--- config.mk ---
export PLATFORM = sky130hd
export DESIGN_NAME = spi1_cmd_target
export DESIGN_NICKNAME = d
export VERILOG_FILES = /design/src/rtl/spi1_cmd_target.sv
export SDC_FILE = /design/constraint.sdc
export NUM_CORES = 1
export LEC_CHECK = 0
export ABC_CLOCK_PERIOD_IN_PS = 2900
export CORE_UTILIZATION = 25
export CTS_BUF_LIST = sky130_fd_sc_hd__clkbuf_4 sky130_fd_sc_hd__clkbuf_8
export DETAILED_ROUTE_END_ITERATION = 7
export SLEW_MARGIN = 20
export SYNTH_ARGS = -nofsm -noshare
export SYNTH_HDL_FRONTEND = slang
export SYNTH_SLANG_ARGS = --single-unit
--- constraint.sdc ---
create_clock -name clk_sys_i -period 2.9 [get_ports clk_sys_i]
set_input_delay 0.435 -clock clk_sys_i [delete_from_list [all_inputs] [get_ports clk_sys_i]]
set_output_delay 0.435 -clock clk_sys_i [all_outputs]
set_load 0.01 [all_outputs]
--- src/rtl/spi1_cmd_target.sv ---
// SPI1 command target: receives mode-0 MSB-first frames from the MCU and turns them
// into bus write/read requests or CPU reset/ready updates; read data returns on MISO.
module spi1_cmd_target #(
  parameter int unsigned ADDR_WIDTH  = 17,
  parameter int unsigned SYNC_STAGES = 2
) (
  input  logic                  clk_sys_i,
  input  logic                  reset_ni,
  input  logic                  spi1_sck_i,
  input  logic                  spi1_cs_ni,
  input  logic                  spi1_mcu_tx_i,
  output logic                  spi1_mcu_rx_o,
  output logic                  spi1_mcu_rx_oe,
  output logic                  spi_ready_no,
  output logic                  bus_req_o,
  output logic                  bus_rw_no,
  output logic [ADDR_WIDTH-1:0] bus_addr_o,
  output logic [7:0]            bus_data_o,
  input  logic [7:0]            bus_data_i,
  input  logic                  bus_done_i,
  output logic                  cpu_reset_o,
  output logic                  cpu_ready_o
);

  localparam int unsigned BYTE_W   = 8;
  localparam int unsigned CNT_W    = 3;
  localparam int unsigned MAX_BYTE = 4;

  typedef enum logic {IDLE, REQ} state_t;

  state_t                 state;
  logic [SYNC_STAGES-1:0] sck_sync, cs_sync, tx_sync;
  logic                   sck_prev, cs_prev;
  logic                   sck_s, cs_s, tx_s;
  logic                   sck_rise, sck_fall, cs_fall, cs_rise;
  logic [BYTE_W-1:0]      shift_sr, miso_sr, rd_data;
  logic [CNT_W-1:0]       bit_cnt, byte_cnt;
  logic [BYTE_W-1:0]      frame [MAX_BYTE];
  logic                   is_write, is_read, is_set;

  // MISO is released the moment the MCU lets go of chip select.
  assign spi1_mcu_rx_oe = ~spi1_cs_ni;

  always_ff @(posedge clk_sys_i or negedge reset_ni) begin
    if (!reset_ni) begin
      sck_sync <= '0;
      cs_sync  <= '1;
      tx_sync  <= '0;
      sck_prev <= 1'b0;
      cs_prev  <= 1'b1;
    end else begin
      sck_sync <= {sck_sync[SYNC_STAGES-2:0], spi1_sck_i};
      cs_sync  <= {cs_sync[SYNC_STAGES-2:0], spi1_cs_ni};
      tx_sync  <= {tx_sync[SYNC_STAGES-2:0], spi1_mcu_tx_i};
      sck_prev <= sck_s;
      cs_prev  <= cs_s;
    end
  end

  assign sck_s    = sck_sync[SYNC_STAGES-1];
  assign cs_s     = cs_sync[SYNC_STAGES-1];
  assign tx_s     = tx_sync[SYNC_STAGES-1];
  assign sck_rise = sck_s & ~sck_prev & ~cs_s;
  assign sck_fall = ~sck_s & sck_prev & ~cs_s;
  assign cs_fall  = ~cs_s & cs_prev;
  assign cs_rise  = cs_s & ~cs_prev;

  // Bit/byte capture on MOSI and MISO serialisation of the last read result.
  always_ff @(posedge clk_sys_i or negedge reset_ni) begin
    if (!reset_ni) begin
      shift_sr      <= '0;
      miso_sr       <= '0;
      spi1_mcu_rx_o <= 1'b0;
      bit_cnt       <= '0;
      byte_cnt      <= '0;
      for (int i = 0; i < int'(MAX_BYTE); i++) frame[i] <= '0;
    end else if (cs_fall) begin
      bit_cnt       <= '0;
      byte_cnt      <= '0;
      miso_sr       <= rd_data;
      spi1_mcu_rx_o <= rd_data[BYTE_W-1];
    end else begin
      if (sck_rise) begin
        shift_sr <= {shift_sr[BYTE_W-2:0], tx_s};
        bit_cnt  <= bit_cnt + CNT_W'(1);
        if (bit_cnt == CNT_W'(BYTE_W - 1) && byte_cnt < CNT_W'(MAX_BYTE)) begin
          frame[byte_cnt[1:0]] <= {shift_sr[BYTE_W-2:0], tx_s};
          byte_cnt             <= byte_cnt + CNT_W'(1);
        end
      end
      if (sck_fall) begin
        miso_sr       <= {miso_sr[BYTE_W-2:0], 1'b0};
        spi1_mcu_rx_o <= miso_sr[BYTE_W-2];
      end
    end
  end

  // Only whole bytes count; byte_cnt never includes a trailing partial byte.
  assign is_write = (frame[0][7:1] == 7'b100_0000) && (byte_cnt >= CNT_W'(4));
  assign is_read  = (frame[0][7:1] == 7'b110_0000) && (byte_cnt >= CNT_W'(3));
  assign is_set   = (frame[0] == 8'h40) && (byte_cnt >= CNT_W'(2));

  always_ff @(posedge clk_sys_i or negedge reset_ni) begin
    if (!reset_ni) begin
      state        <= IDLE;
      bus_req_o    <= 1'b0;
      bus_rw_no    <= 1'b1;
      bus_addr_o   <= '0;
      bus_data_o   <= '0;
      spi_ready_no <= 1'b0;
      cpu_reset_o  <= 1'b1;
      cpu_ready_o  <= 1'b0;
      rd_data      <= '0;
    end else begin
      case (state)
        IDLE: begin
          if (cs_rise) begin
            if (is_write || is_read) begin
              state        <= REQ;
              bus_req_o    <= 1'b1;
              spi_ready_no <= 1'b1;
              bus_rw_no    <= is_read;
              bus_addr_o   <= ADDR_WIDTH'({frame[0][0], frame[1], frame[2]});
              if (is_write) bus_data_o <= frame[3];
            end else if (is_set) begin
              cpu_reset_o <= frame[1][0];
              cpu_ready_o <= frame[1][1];
            end
          end
        end
        REQ: begin
          // Frames arriving here are shifted in but never decoded.
          if (bus_done_i) begin
            state        <= IDLE;
            bus_req_o    <= 1'b0;
            spi_ready_no <= 1'b0;
            if (bus_rw_no) rd_data <= bus_data_i;
          end
        end
        default: state <= IDLE;
      endcase
    end
  end

endmodule

# Word level (Yosys, flattened, before mapping)
# Cells that the tools add are included.
dict set report classes {
  bitwise_logic 15
  shifts 0
  n_eq_ne 7
  mux 20
  addsub 2
  n_reduce_logical 17
  div_mod_pow 0
  mul 0
  order_cmp 6
}
# operator count
set ops {}
lappend ops {{bitwise mux 32 bit} 1}
lappend ops {{demux 8 bit (select 2 bit)} 1}
lappend ops {{2-to-1 mux 3 bit} 5}
lappend ops {{== test 7 bit, second input constant} 2}
lappend ops {{2-to-1 mux 7 bit} 2}
lappend ops {{AND reduction 3 bit} 4}
lappend ops {{== test 8 x 7 -> 1 bit, second input constant} 1}
lappend ops {{2-to-1 mux 1 bit} 8}
lappend ops {{2-to-1 mux 8 bit} 1}
lappend ops {{NOT 1 bit} 8}
lappend ops {{AND reduction 4 bit} 2}
lappend ops {{adder 3 x 1 -> 3 bit, second input constant} 2}
lappend ops {{bitwise AND 1 bit} 6}
lappend ops {{>= comparator 3 x 2 -> 1 bit, second input constant} 2}
lappend ops {{>= comparator 3 bit, second input constant} 2}
lappend ops {{inequality test 2 bit, second input constant} 3}
lappend ops {{nonzero test 2 bit} 3}
lappend ops {{logical AND 1 bit} 5}
lappend ops {{one-hot mux 1 bit (2 select lines)} 2}
lappend ops {{AND reduction 2 bit} 2}
lappend ops {{== test 3 bit, second input constant} 1}
lappend ops {{< comparator 3 x 1 -> 1 bit, second input constant} 1}
lappend ops {{< comparator 3 bit, second input constant} 1}
lappend ops {{NOT 2 -> 3 bit} 1}
lappend ops {{logical OR 1 bit} 1}
dict set report word_totals {
  memories 0
  latchBits 0
  ramBits 0
  rom_bits 0
  regBits 99
  output_inout_bits 32
}

# Depth between registers and ports, before layout
dict set report logic_depth {
  depth_word 6
  ltp_mapped 7
}

# Least setup slack after synthesis
# No wires, ideal clock.
dict set report synth_path {
  path_kind {flip-flop to flip-flop}
  startpoint {reg cs_sync[1]}
  endpoint {reg bus_addr_o[10]}
  path_stages_with_launch 7
  setup_time_ns 0.125
  setup_slack_ns 0.744
  path_buffers 2
  arrival_time_ns 2.031
  path_cell_list {dfstp_2 clkbuf_2 nor4b_1 nand3_1 nor2_2 buf_4 mux2_2}
}
dict set report synth_via {
  elab_chain_len 2
}
# element line_no
set synth_rtl {}
lappend synth_rtl {{start, declared} 32} ;# logic [SYNC_STAGES-1:0] sck_sync, cs_sync, tx_sync;
lappend synth_rtl {{start signal, assigned} 53} ;# cs_sync <= {cs_sync[SYNC_STAGES-2:0], spi1_cs_ni};
lappend synth_rtl {{bitwise AND 1 bit} 66} ;# assign cs_rise = cs_s & ~cs_prev;
lappend synth_rtl {{AND reduction 3 bit (no line)} n/a}
lappend synth_rtl {{end signal, assigned} 123} ;# bus_addr_o <= ADDR_WIDTH'({frame[0][0], frame[1], frame[2]});
lappend synth_rtl {{end, declared} 17} ;# output logic [ADDR_WIDTH-1:0] bus_addr_o,
# Every way passes these cells.
# A chain may end at the register's enable or synchronous reset.

# Worst setup path after layout
dict set report layout_path {
  startpoint {reg cs_sync[1]}
  endpoint {reg frame[23] (netlist name)}
}
dict set report layout_via {
  elab_chain_len 4
}
# element line_no
set layout_rtl {}
lappend layout_rtl {{NOT 1 bit *} {63, 65}}
lappend layout_rtl {{bitwise AND 1 bit} 65} ;# assign cs_fall = ~cs_s & cs_prev;
lappend layout_rtl {{NOT 1 bit (no line)} n/a}
lappend layout_rtl {{AND reduction 3 bit (no line) *} n/a}
lappend layout_rtl {{end signal, assigned by index} 87} ;# frame[byte_cnt[1:0]] <= {shift_sr[BYTE_W-2:0], tx_s};
lappend layout_rtl {{end, declared} 38} ;# logic [BYTE_W-1:0] frame [MAX_BYTE];
# Mark *: on every way between the ends. The rest lies on a longest branch, timed or not.

==> results.py <==
metrics = {
    "logic_synthesis": {
        "syn_inst": 258,
        "async_flop_share_pct": 100,
        "avgSynthCellArea_sq_um": 15.1,
        "synthFlopType": "dfrtp_1",
        "ys_types": 36,
        "synth_enable_flop_cells": 0,
        "ys_seq_elements": 99,
        "yosysTopAreaCell": "dfrtp_1",
        "yosys_warnings": 0,
        "yosysSeqAreaShare_pct": 63.9,
        "ys_top_cells_by_area": "dfrtp_1 (61%), mux2_2 (21%), dfstp_2 (3.4%), ha_1 (2.3%), mux2i_1 (2.1%)",
        "syn_area_sq_mm": 0.00388,
        "syn-num-nets": 279,
        "synth_top_area_share_pct": 60.5,
    },
    "worst_setup_path": {
        "critPathArrivalTime_ns": 2.44,
        "criticalPathCategory": "register to register",
        "r2r_slack_ns": 0.72,
        "ff2ff_path_depth": 4,
        "crit_path_top_delay_cell": "or4b_1",
        "worstSetupStartpointType": "register",
        "crit_required_ns": 3.16,
        "max_stage_delay_ns": 0.73,
        "cp_cell_sequence": "or4b_1 -> nor3b_4 -> nand2_2 -> mux2_1",
        "worstPathMaxFanout": 10,
        "end_kind": "register",
    },
    "cts": {
        "cts_tree": "built",
        "clkLatencyLatePin_ns": 0.37,
        "clk_pin_slew_ns": 0.09,
        "cts_hold_buf": 0,
        "numCtsBuffers": 9,
        "cts-htree-levels": 3,
        "clkSinkCount": 99,
        "cts_buffer_depth": 2,
        "cts_setup_buffers": 0,
        "cts_resized": 0,
        "clk_root_buffer_cell": "clkbuf_8",
    },
    "sta": {
        "period_share_pct": 75.3,
        "hold_ws_ns": 0.202,
        "hold_violations": 0,
        "finalSetupViolCount": 0,
        "grt_setup_unrepaired": "false",
        "finalSetupTns_ns": 0,
        "clock_skew_ns": 0.0132,
        "slew_headroom_pct": 37.8,
        "worst_slew_pin_slew_ns": 0.932,
        "min_period_ns": 2.18,
        "slew_violations": 0,
        "fmax_mhz": 458,
    },
    "routing": {
        "wl_mm": 6.95,
        "avgRoutedWirePerCell_microns": 13.8,
        "drtIter0Drc": 75,
        "drcViolationCount": 0,
        "vias_per_cell": 4.39,
        "firstDrtPassIters": 4,
        "vias": 2211,
        "drtAntennaViolNets": 0,
    },
    "finish": {
        "drive_above_1_share_pct": 32.9,
        "layout.nets": 332,
        "diodes": 0,
        "area_delta_synth_final_pct": 22.0,
        "finish.utilization_pct": 31.2,
    },
    "global_route": {
        "antenna_found_initial": 0,
        "grt_max_degree": 77,
        "grt_pass1_wl_mm": 11.8,
        "grt_pass1_vias": 2307,
        "gr-total-overflow": 0,
        "gr-usage-all-layers_pct": 9.57,
    },
    "placed_design": {
        "hpwl_mm": 5.01,
        "place.port_buffers": 45,
        "routabilityCongestion": 0.708,
    },
    "die": {
        "fp.coreArea_sq_mm": 0.0152,
        "initial_utilization_pct": 25.6,
        "dieWidth_microns": 127,
        "dieHeight_microns": 127,
        "fp-row-count": 45,
        "dieArea_sq_mm": 0.0160,
        "io_pins": 46,
    },
    "power_and_ir_drop": {
        "cellPowerDensity_mw_per_mm2": 507,
        "peakVddDrop_v": 0.000252,
        "p_leak_nw": 2.24,
    },
    "worst_hold_path": {
        "hold_path_class": "input pin to asynchronous set/reset pin",
    },
    "status": {
        "status": "completed",
    },
    "job": {
        "cap_violations": 0,
    },
}
[logic make-up (layout without fill, tap and decap cells)]
logic type | after synthesis | in the layout | synth area share [%]
flip-flops | 99 | 99 | 63.9
multiplexers | 82 | 82 | 23.5
AND/OR/NAND/NOR | 35 | 35 | 5.19
AO/OA/AOI/OAI | 22 | 22 | 3.38
buffers and inverters | 12 | 70 | 1.51
adder cells (fa/ha/maj) | 7 | 7 | 2.25
XOR/XNOR | 1 | 1 | 0.225
[metal layers]
metal	wire (microns)	track usage, %
met1	3080	11.8
met5	0	0
met4	119	3.29
met3	303	3.12
met2	3450	15.8
[stage by stage]
| step | cell area, sq um | setup WS, ns | power (mW) | instances |
|---|---|---|---|---|
| global route | 4740 | 0.595 | 2.52 | 504 |
| floorplan | 3880 | 0.744 | 1.53 | 258 |
| finish | 4740 | 0.717 | 2.40 | 504 |
| detailed placement | 4560 | 0.733 | 1.61 | 488 |
| global placement | 4560 | 0.762 | 1.61 | 488 |
| CTS | 4740 | 0.716 | 2.45 | 504 |
[cells in the final DEF (no fill, tap or decap), types with 2 or more instances in the layout]
master / count
dfrtp_1: 94
mux2_2: 72
clkdlybuf4s50_1: 44
nand2_1: 11
o21ai_0: 11
clkbuf_8: 9
mux2i_1: 8
ha_1: 7
inv_1: 5
dfstp_2: 5
buf_4: 5
nand3_1: 4
nand2_2: 4
a21oi_1: 3
nor2_1: 3
inv_6: 3
nor4b_1: 2
a21o_1: 2
nor2b_1: 2
a22oi_1: 2
mux2_1: 2
clkinv_2: 2
[sequential cells by signal, indices dropped and copies added (netlist names)]
register	flops
frame	32
bus_addr_o	17
bus_data_o	8
rd_data	8
miso_sr	7
shift_sr	7
bit_cnt	3
byte_cnt	3
cs_sync	2
sck_sync	2
tx_sync	2
bus_req_o	1
bus_rw_no	1
cpu_ready_o	1
cpu_reset_o	1
cs_prev	1
sck_prev	1
spi1_mcu_rx_o	1
state	1
[cell usage after synthesis, drive strengths merged, types with 3 or more instances]
| cell type | instances |
|---|---|
| buf | 5 |
| mux2 | 74 |
| a21oi | 3 |
| dfstp | 5 |
| ha | 7 |
| nand2 | 15 |
| mux2i | 8 |
| nor2 | 4 |
| dfrtp | 94 |
| o21ai | 11 |
| inv | 5 |
| nand3 | 4 |
[critical path, delay by kind of cell (launching register included)]
family	cells	cell delay, ns
flops	1	0.42
simple gates	3	1.30
mux	1	0.34
[worst paths after layout]
path | from | to
max | cs_sync[1] | frame[23]
min | reset_ni | rd_data[4]
max reg2reg | cs_sync[1] | frame[23]
min reg2reg | cs_sync[0] | cs_sync[1]
max in group asynchronous | reset_ni | frame[7]
min in group clk_sys_i | cs_sync[0] | cs_sync[1]
[layout make-up]
class                           instances  area, sq um
Clock inverter                          7         56.3
Inverter                                5         18.8
Multi-Input combinational cell        147         1340
Fill cell                            1528        10500
Timing Repair Buffer                   49          478
Tap cell                              188          235
Clock buffer                            9          124
Sequential cell                        99         2480
[where the power goes]
group	internal (mW)	total (mW)	leakage (nW)	switching (mW)
combinational	0.0512	0.102	0.793	0.0508
clock	0.326	0.824	0.0963	0.499
sequential	1.42	1.48	1.35	0.0584
No activity file was read; power rests on OpenSTA's default activity.
